--- src/rtl/frac_lut4_acc_pkg.sv ---
// Shared definitions for the fractured-LUT4 accumulator slice.
// Holds the runtime op encodings and the upper bound on output pipeline depth.
package frac_lut4_acc_pkg;

  typedef logic [1:0] op_t;

  localparam op_t OP_LOGIC = 2'd0;
  localparam op_t OP_ADD   = 2'd1;
  localparam op_t OP_ACC   = 2'd2;
  localparam op_t OP_LOAD  = 2'd3;

  localparam int unsigned OUT_PIPE_MAX = 2;

endpackage

--- src/rtl/frac_lut4_acc_slice_if.sv ---
// Operand/result bundle for frac_lut4_acc_slice.
//   master: drives valid_i, op, cfg, a, b, cin; receives q, cout, ovf, valid_o
//   slave : the slice itself
interface frac_lut4_acc_slice_if #(
  parameter int unsigned WIDTH = 8
);
  logic             valid_i;
  logic [1:0]       op;
  logic [1:0]       cfg;
  logic [WIDTH-1:0] a;
  logic [WIDTH-1:0] b;
  logic             cin;
  logic [WIDTH-1:0] q;
  logic             cout;
  logic             ovf;
  logic             valid_o;

  modport master (
    output valid_i, op, cfg, a, b, cin,
    input  q, cout, ovf, valid_o
  );

  modport slave (
    input  valid_i, op, cfg, a, b, cin,
    output q, cout, ovf, valid_o
  );
endinterface

--- src/rtl/frac_lut4_arith_bit.sv ---
// Combinational single-bit cell of the fractured-LUT4 slice.
//   a_i, b_eff_i : operand bits (b_eff_i is b in ADD/LOGIC, acc in ACC)
//   cin_i        : ripple carry in
//   cfg_i, op_i  : upper LUT inputs and runtime op
//   res_o        : next accumulator bit
//   cout_o       : ripple carry out (carry-follower form)
module frac_lut4_arith_bit
  import frac_lut4_acc_pkg::*;
#(
  parameter logic [15:0] LUT = 16'h0
) (
  input  logic       a_i,
  input  logic       b_eff_i,
  input  logic       cin_i,
  input  logic [1:0] cfg_i,
  input  op_t        op_i,
  output logic       res_o,
  output logic       cout_o
);

  logic prop;

  assign prop = a_i ^ b_eff_i;
  // Propagate forwards the incoming carry; otherwise both bits agree and
  // either one is the generated carry.
  assign cout_o = prop ? cin_i : (a_i & b_eff_i);

  always_comb begin
    res_o = prop ^ cin_i;
    case (op_i)
      OP_LOGIC: res_o = LUT[{cfg_i, b_eff_i, a_i}];
      OP_LOAD:  res_o = a_i;
      default:  res_o = prop ^ cin_i;
    endcase
  end

endmodule

--- src/rtl/frac_lut4_acc_slice.sv ---
// Registered fractured-LUT4 arithmetic slice with internal accumulator.
//   C   : clock, rising edge
//   R   : asynchronous active-low reset
//   E   : clock enable; low freezes every register including pipe stages
//   bus : operand/op inputs and q/cout/ovf/valid_o results
// Results appear 1+OUT_PIPE enabled edges after acceptance. Accumulate
// feedback is always taken from the internal register, never a pipe stage.
module frac_lut4_acc_slice
  import frac_lut4_acc_pkg::*;
#(
  parameter int unsigned WIDTH    = 8,
  parameter logic [15:0] LUT      = 16'h0,
  parameter int unsigned OUT_PIPE = 0
) (
  input  logic                  C,
  input  logic                  R,
  input  logic                  E,
  frac_lut4_acc_slice_if.slave  bus
);

  if (WIDTH < 1 || WIDTH > 32) begin : g_bad_width
    $error("frac_lut4_acc_slice: WIDTH must be 1..32");
  end
  if (OUT_PIPE > OUT_PIPE_MAX) begin : g_bad_pipe
    $error("frac_lut4_acc_slice: OUT_PIPE must be 0..2");
  end

  localparam int unsigned StW = WIDTH + 3;

  logic [WIDTH-1:0] acc_q, acc_d;
  logic [WIDTH-1:0] b_eff;
  logic [WIDTH-1:0] res;
  logic [WIDTH:0]   carry;
  logic             cout_q, cout_d;
  logic             ovf_q, ovf_d;
  logic             vld_q;
  logic [StW-1:0]   st0;

  assign b_eff    = (bus.op == OP_ACC) ? acc_q : bus.b;
  assign carry[0] = bus.cin;

  for (genvar i = 0; i < WIDTH; i++) begin : g_bit
    frac_lut4_arith_bit #(
      .LUT(LUT)
    ) u_bit (
      .a_i     (bus.a[i]),
      .b_eff_i (b_eff[i]),
      .cin_i   (carry[i]),
      .cfg_i   (bus.cfg),
      .op_i    (bus.op),
      .res_o   (res[i]),
      .cout_o  (carry[i+1])
    );
  end

  always_comb begin
    acc_d  = res;
    cout_d = 1'b0;
    ovf_d  = ovf_q;
    case (bus.op)
      OP_ADD: cout_d = carry[WIDTH];
      OP_ACC: begin
        cout_d = carry[WIDTH];
        ovf_d  = ovf_q | carry[WIDTH];
      end
      OP_LOAD: ovf_d = 1'b0;
      default: ;
    endcase
  end

  always_ff @(posedge C or negedge R) begin
    if (!R) begin
      acc_q  <= '0;
      cout_q <= 1'b0;
      ovf_q  <= 1'b0;
      vld_q  <= 1'b0;
    end else if (E) begin
      vld_q <= bus.valid_i;
      if (bus.valid_i) begin
        acc_q  <= acc_d;
        cout_q <= cout_d;
        ovf_q  <= ovf_d;
      end
    end
  end

  assign st0 = {vld_q, ovf_q, cout_q, acc_q};

  if (OUT_PIPE == 0) begin : g_no_pipe
    assign {bus.valid_o, bus.ovf, bus.cout, bus.q} = st0;
  end else begin : g_pipe
    logic [StW-1:0] pipe_q [OUT_PIPE];

    always_ff @(posedge C or negedge R) begin
      if (!R) begin
        for (int i = 0; i < int'(OUT_PIPE); i++) pipe_q[i] <= '0;
      end else if (E) begin
        pipe_q[0] <= st0;
        for (int i = 1; i < int'(OUT_PIPE); i++) pipe_q[i] <= pipe_q[i-1];
      end
    end

    assign {bus.valid_o, bus.ovf, bus.cout, bus.q} = pipe_q[OUT_PIPE-1];
  end

endmodule

--- src/flat_wrapper.sv ---
// flat-port wrapper written by rule: the top's interface ports become plain ports
module frac_lut4_acc_slice_flat import frac_lut4_acc_pkg::*;
#(
  parameter int unsigned WIDTH    = 8,
  parameter logic [15:0] LUT      = 16'h0,
  parameter int unsigned OUT_PIPE = 0
)
  (C, R, E, bus_valid_i, bus_op, bus_cfg, bus_a, bus_b, bus_cin, bus_q, bus_cout, bus_ovf, bus_valid_o);
  frac_lut4_acc_slice_if #(.WIDTH(WIDTH)) bus_i ();
  input  logic C;
  input  logic R;
  input  logic E;
  input wire logic [$bits(bus_i.valid_i)-1:0] bus_valid_i;
  input wire logic [$bits(bus_i.op)-1:0] bus_op;
  input wire logic [$bits(bus_i.cfg)-1:0] bus_cfg;
  input wire logic [$bits(bus_i.a)-1:0] bus_a;
  input wire logic [$bits(bus_i.b)-1:0] bus_b;
  input wire logic [$bits(bus_i.cin)-1:0] bus_cin;
  output wire logic [$bits(bus_i.q)-1:0] bus_q;
  output wire logic [$bits(bus_i.cout)-1:0] bus_cout;
  output wire logic [$bits(bus_i.ovf)-1:0] bus_ovf;
  output wire logic [$bits(bus_i.valid_o)-1:0] bus_valid_o;
  assign bus_i.valid_i = bus_valid_i;
  assign bus_i.op = bus_op;
  assign bus_i.cfg = bus_cfg;
  assign bus_i.a = bus_a;
  assign bus_i.b = bus_b;
  assign bus_i.cin = bus_cin;
  assign bus_q = bus_i.q;
  assign bus_cout = bus_i.cout;
  assign bus_ovf = bus_i.ovf;
  assign bus_valid_o = bus_i.valid_o;
  frac_lut4_acc_slice #(.WIDTH(WIDTH), .LUT(LUT), .OUT_PIPE(OUT_PIPE)) u_core (.C(C), .R(R), .E(E), .bus(bus_i));
endmodule
--- config.mk ---
export PLATFORM = sky130hd
export DESIGN_NAME = frac_lut4_acc_slice_flat
export DESIGN_NICKNAME = d
export VERILOG_FILES = /design/src/rtl/frac_lut4_acc_pkg.sv /design/src/rtl/frac_lut4_acc_slice_if.sv /design/src/rtl/frac_lut4_arith_bit.sv /design/src/rtl/frac_lut4_acc_slice.sv /design/src/flat_wrapper.sv
export SDC_FILE = /design/constraint.sdc
export NUM_CORES = 1
export LEC_CHECK = 0
export BUFFER_PORTS_ARGS = -buffer_cell sky130_fd_sc_hd__buf_4
export CAP_MARGIN = 20
export CORE_MARGIN = 2
export CORE_UTILIZATION = 50
export CTS_CLUSTER_SIZE = 40
export DETAILED_ROUTE_END_ITERATION = 8
export GPL_TIMING_DRIVEN = 0
export PLACE_DENSITY_LB_ADDON = 0.05
export SLEW_MARGIN = 40
export SYNTH_ARGS = -nofsm -noshare
export SYNTH_HDL_FRONTEND = slang
export SYNTH_SLANG_ARGS = --single-unit
export TNS_END_PERCENT = 5
--- constraint.sdc ---
create_clock -name C -period 6.36 [get_ports C]
set_clock_uncertainty 0.2 [all_clocks]
set_input_delay 1.908 -clock C [delete_from_list [all_inputs] [get_ports C]]
set_output_delay 1.908 -clock C [all_outputs]
set_load 0.02 [all_outputs]
=== After elaboration in Yosys (flattened, before gate mapping) ===
Memories as Yosys holds them, arrays and structs flattened.
Cells that the tools add are included.

* Flip-flop bits (word level): 11
* Bits in read-only memories: 128
* Input bits: 25
* Output and inout port bits: 11
* Word-level logic and storage cells: 80
* Memories: 8

* Order comparisons: 8
* Equality and inequality tests: 3
* Mux-type cells: 27
* Bitwise logic cells: 25
* Reduce and logical (&&, ||, !) cells: 5

{| class="wikitable"
|+ Memories
! name !! words !! width !! read ports !! clocked after Yosys merged registers in !! wr ports !! RTL line !! text
|-
| (no name shown) || 16 || 1 || 1 || 0 || 0 || frac_lut4_arith_bit.sv:31 || <nowiki>OP_LOGIC: res_o = LUT[{cfg_i, b_eff_i, a_i}];</nowiki>
|-
| (no name shown) || 16 || 1 || 1 || 0 || 0 || frac_lut4_arith_bit.sv:31 ||
|-
| (no name shown) || 16 || 1 || 1 || 0 || 0 || frac_lut4_arith_bit.sv:31 ||
|-
| (no name shown) || 16 || 1 || 1 || 0 || 0 || frac_lut4_arith_bit.sv:31 ||
|-
| (no name shown) || 16 || 1 || 1 || 0 || 0 || frac_lut4_arith_bit.sv:31 ||
|-
| (no name shown) || 16 || 1 || 1 || 0 || 0 || frac_lut4_arith_bit.sv:31 ||
|-
| 2 more memories || - || - || - || - || - || - ||
|}

{| class="wikitable"
|+ Operators with widths
! kind !! count
|-
| $lt 4x5->1 const B || 8
|-
| $pmux 1 s2 || 9
|-
| $mux 1 || 17
|-
| $xor 1x1->1 || 16
|-
| $and 1x1->1 || 8
|-
| $mux 8 || 1
|-
| $eq 2x2->1 const B || 2
|-
| $reduce_and 3->1 || 1
|-
| $eq 2x1->1 const B || 1
|-
| $logic_not 2->1 || 1
|-
| $reduce_and 2->1 || 1
|-
| $reduce_bool 2->1 || 1
|-
| $reduce_or 2->1 || 1
|-
| $or 1x1->1 || 1
|}

=== Logic depth before layout (Yosys ltp) ===
* Word-level depth: 13
* Depth in mapped cells: 14
* Mapped depth without buffers: 13

=== By module ===
From an unflattened synthesis, not the netlist that was laid out.

* Cell total of the unflattened synthesis: 78
* Area total of the unflattened synthesis: 902.1 µm²

{| class="wikitable"
|+ Modules (own cells, without submodules)
! module !! instances !! cells each !! area an instance (µm²) !! seq. area each (µm²)
|-
| frac_lut4_acc_slice || 1 || 38 || 541.8 || 275.3
|-
| frac_lut4_arith_bit || 8 || 5 || 45.0 || 0.0
|}

=== Worst setup path before layout ===
No wires, ideal clock.

* Path kind: input to register
* From: in bus_op[0]
* To: reg u_core.acc_q[7] (netlist: u_core.bus.q[7])
* Setup time: 0.082 ns
* Arrival time: 5.825 ns
* Required time: 6.078 ns
* Slack: 0.253 ns
* Stages on the path: 14
* Buffers on the path: 1
* Cell sequence: inv_1 -> ha_1 -> buf_4 -> mux2i_1 -> fa_1 -> fa_1 -> fa_1 -> fa_1 -> fa_1 -> fa_1 -> fa_1 -> fa_1 -> or2_1 -> a31oi_1

* Cells in the longest elaborated chain, start to end: 12
* Elaborated cells on any way between the ends: 30
* Those cells by class: eq/ne (2); mux (10); bitwise (16); reduce/logical (1); memory (1)

{| class="wikitable"
|+ Ends and longest elaborated chain
! what !! RTL line !! text
|-
| start, declared || flat_wrapper.sv:14 || <nowiki>input wire logic [$bits(bus_i.op)-1:0] bus_op;</nowiki>
|-
| $eq 2x2->1 || frac_lut4_acc_slice.sv:39 || <nowiki>assign b_eff = (bus.op == OP_ACC) ? acc_q : bus.b;</nowiki>
|-
| $mux 8 || frac_lut4_acc_slice.sv:39 ||
|-
| $and 1x1->1 / $xor 1x1->1 (equally long branches) || frac_lut4_arith_bit.sv:26, frac_lut4_arith_bit.sv:23 ||
|-
| $mux 1 (7 in a row) || frac_lut4_arith_bit.sv:26 || <nowiki>assign cout_o = prop ? cin_i : (a_i & b_eff_i);</nowiki>
|-
| $xor 1x1->1 || frac_lut4_arith_bit.sv:33 || <nowiki>default: res_o = prop ^ cin_i;</nowiki>
|-
| $pmux 1 s2 (*) || frac_lut4_arith_bit.sv:30 || <nowiki>case (op_i)</nowiki>
|-
| end signal, assigned || frac_lut4_acc_slice.sv:73 || <nowiki>acc_q <= '0;</nowiki>
|-
| end signal, assigned || frac_lut4_acc_slice.sv:80 || <nowiki>acc_q <= acc_d;</nowiki>
|-
| end, declared || frac_lut4_acc_slice.sv:30 || <nowiki>logic [WIDTH-1:0] acc_q, acc_d;</nowiki>
|}

Every way passes the cells marked *; elsewhere a longest branch is shown, timed or not. The select of a mux whose other input is x is not followed.
A chain may end at the register's enable or synchronous reset.

=== Worst setup path after layout ===
* From: in bus_op[0]
* To: reg u_core.ovf_q (netlist: u_core.bus.ovf)

* Cells in the longest elaborated chain, start to end: 13
* Elaborated cells on any way between the ends: 31
* Those cells by class: eq/ne (2); mux (10); bitwise (17); reduce/logical (2)

{| class="wikitable"
|+ Ends and longest elaborated chain
! what !! RTL line !! text
|-
| $eq 2x2->1 || frac_lut4_acc_slice.sv:39, frac_lut4_acc_slice.sv:60 ||
|-
| $mux 8 || frac_lut4_acc_slice.sv:39 ||
|-
| $and 1x1->1 / $xor 1x1->1 (equally long branches) || frac_lut4_arith_bit.sv:26, frac_lut4_arith_bit.sv:23 ||
|-
| $mux 1 (8 in a row) || frac_lut4_arith_bit.sv:26 ||
|-
| $or 1x1->1 || frac_lut4_acc_slice.sv:64 || <nowiki>ovf_d = ovf_q | carry[WIDTH];</nowiki>
|-
| $pmux 1 s2 || frac_lut4_acc_slice.sv:60 || <nowiki>case (bus.op)</nowiki>
|-
| end signal, assigned || frac_lut4_acc_slice.sv:82 || <nowiki>ovf_q <= ovf_d;</nowiki>
|-
| end, declared || frac_lut4_acc_slice.sv:35 || <nowiki>logic ovf_q, ovf_d;</nowiki>
|}

Several ways; a longest one is shown, not always the timed one.

==> flow_summary.ini <==
[status]
status = complete, no violations

[synthesis]
syn_area_um2 = 857
syn_nets = 118
synth-seq-cells = 11
synth_area_leader_cell = dfrtp_1
avgSynthCellArea_um2 = 10.3
ys_seq_area_share_pct = 32.1
ys_types = 19
synthTopCellsByArea = dfrtp_1, fa_1, mux2i_1, a31oi_1, or2_1
yosysWarnings = 0
synth_top_area_share_pct = 32.1
synth_cells = 83

[clocking]
path_clk_slew_ns = 0.07
numCtsBuffers = 3
cts_setup_buffers = 0
clockBufferDepth = 2
cts-root-buf = clkbuf_4
clock-sinks = 11
holdBufCountCts = 0
cts_tree = done
ctsResizeCount = 0
clkLatencyLatePin_ns = 0.27
htree_levels = 1

[timing]
drv_slew = 0
min_period_ns = 6.15
tightest_slew_ns = 0.410
clock.fmax_ghz = 0.163
finalHoldViolCount = 0
setup_ws_ns = 0.213
finalHoldWorstSlack_ns = 0.311
finalCritPeriodShare_pct = 96.6
setup_viol = 0
slew_headroom_pct = 72.7
rsz0062_at_grt = no

[finish]
mostFrequentLayoutCells = buf_4, dfrtp_1, inv_1
register_area_um2 = 275
final_area_um2 = 1150
multi_input_area_um2 = 500
final_common_cell = buf_4
nets = 156
drive_above_1_share_pct = 35.8
instances_no_fill = 136
area_delta_synth_final_pct = 34.3
n_fill_cell = 139
diodes = 0

[die]
coreArea_um2 = 1560
die_w_um = 45.4
dieArea_um2 = 2060
num_rows = 14
initial_core_util_pct = 55.0
pin_count = 36
fp.dieH_um = 45.4

[global_route]
grt_pass1_vias = 765
track_usage_pct = 22.2
grt_max_degree = 12
grt_pass1_wl_um = 3260
use_met2_pct = 39.2
use_met1_pct = 28.2
grt.overflow.total = 0
antenna_found_initial = 0
use_met3_pct = 2.38
top_usage_layer = met2

[worst_hold_path]
hp-class = reg -> reg

[setup_path]
worstSetupPathType = in -> reg
crit_path_end_kind = flop
worst_setup_path_start_kind = input port
critPathMaxFanout = 9
worstPathRequired_ns = 6.36
arrival_ns = 6.14

[power]
vdd_drop_max_mv = 0.108
finalPower_w = 0.000251
power.density_nw_per_um2 = 218
leakage_nw = 0.556

[routing]
wl_per_cell_um = 14.0
via_count = 750
drt_pass1_iterations = 4
drt-total-wl_um = 1900
vias_per_cell = 5.51
drt_iter0_drc = 5
ant_nets = 0
drc = 0

[placed_design]
hpwl_um = 1460
placed_cells = 132
place_congestion = 0.755
numPortBuffers = 33
dp_slack_ns = -0.0701
placement.cell_area_um2 = 1120

[job]
cap_violations = 0
-- critical path, cell delays in order --
cell and delay (ns):
buf_4 0.08, inv_1 0.03, ha_1 0.18, buf_4 0.18
mux2i_1 0.14, fa_1 0.39, fa_1 0.39, fa_1 0.39
fa_1 0.40, fa_1 0.40, fa_1 0.42, fa_1 0.41
fa_1 0.41, and4b_1 0.27, a2bb2oi_1 0.15
-- kinds of logic (layout without fill, tap and decap cells) --
family                   count (synthesis)  after routing  share of synthesized area [%]
buffers and inverters                   16             53                           9.49
AO/OA/AOI/OAI                           17             17                           11.5
AND/OR/NAND/NOR                         19             19                           12.8
flip-flops                              11             11                           32.1
adder cells (fa/ha/maj)                 10             10                           21.6
multiplexers                            10             10                           12.4
-- state kept, by name (all words and copies together) (netlist names) --
name	flops
u_core.bus.cout	1
u_core.bus.q	8
u_core.bus.valid_o	1
u_core.bus.ovf	1
-- stage by stage --
step                      util (%)  TNS, ns
final                         73.8        0
after global routing          73.8        0
after CTS                     73.8        0
after detailed placement      72.2   -0.134
after global placement        72.2  -0.0276
after floorplan                  -        0
-- Yosys cell counts, drive strengths merged --
cell	n
dfrtp	11
inv	10
a21oi	8
a31oi	8
fa	8
mux2i	8
nand3	8
or2	8
buf	5
ha	2
mux2	2
a2bb2oi	1
and2	1
and4b	1
clkbuf	1
nor2	1
-- power breakdown --
group | switching [W] | total, W | internal, W
Sequential | 0.0000102 | 0.0000935 | 0.0000834
Clock | 0.0000245 | 0.0000488 | 0.0000243
Combinational | 0.0000550 | 0.000109 | 0.0000539
Total | 0.0000897 | 0.000251 | 0.000162
-- worst paths after layout --
| kind | start | end | slack, ns | depth (start not counted) |
|---|---|---|---|---|
| worst max register to register | u_core.bus.q[0]$_DFFE_PN0P_ | u_core.bus.ovf$_DFFE_PN0P_ | 2.01 | 11 |
| worst min register to register | u_core.bus.valid_o$_DFFE_PN0P_ | u_core.bus.valid_o$_DFFE_PN0P_ | 0.31 | 1 |
| min in group asynchronous | R | u_core.bus.q[0]$_DFFE_PN0P_ | 1.26 | 1 |
| max in group asynchronous | R | u_core.bus.q[6]$_DFFE_PN0P_ | 4.55 | 1 |
| worst min-delay path | u_core.bus.valid_o$_DFFE_PN0P_ | u_core.bus.valid_o$_DFFE_PN0P_ | 0.31 | 1 |
| worst max-delay path | bus_op[0] | u_core.bus.ovf$_DFFE_PN0P_ | 0.21 | 15 |
-- layout make-up --
| type | instances | area share, % |
|---|---|---|
| multi-input cells | 56 | 43.5 |
| well taps | 16 | 1.74 |
| inverters | 10 | 3.26 |
| clock buffers | 4 | 2.28 |
| flip-flops and latches | 11 | 23.9 |
| repair buffers | 33 | 21.5 |
| plain buffers | 6 | 3.80 |
-- layer usage --
metal | wire length (um) | share of wire, % | vias to the layer above
met1 | 798 | 42 | 369
met5 | 0 | 0 | -
met2 | 1010 | 53 | 23
li1 | - | - | 356
met4 | 16 | 0.84 | 0
met3 | 77 | 4.1 | 2
Power figures use the tool's default switching activity.
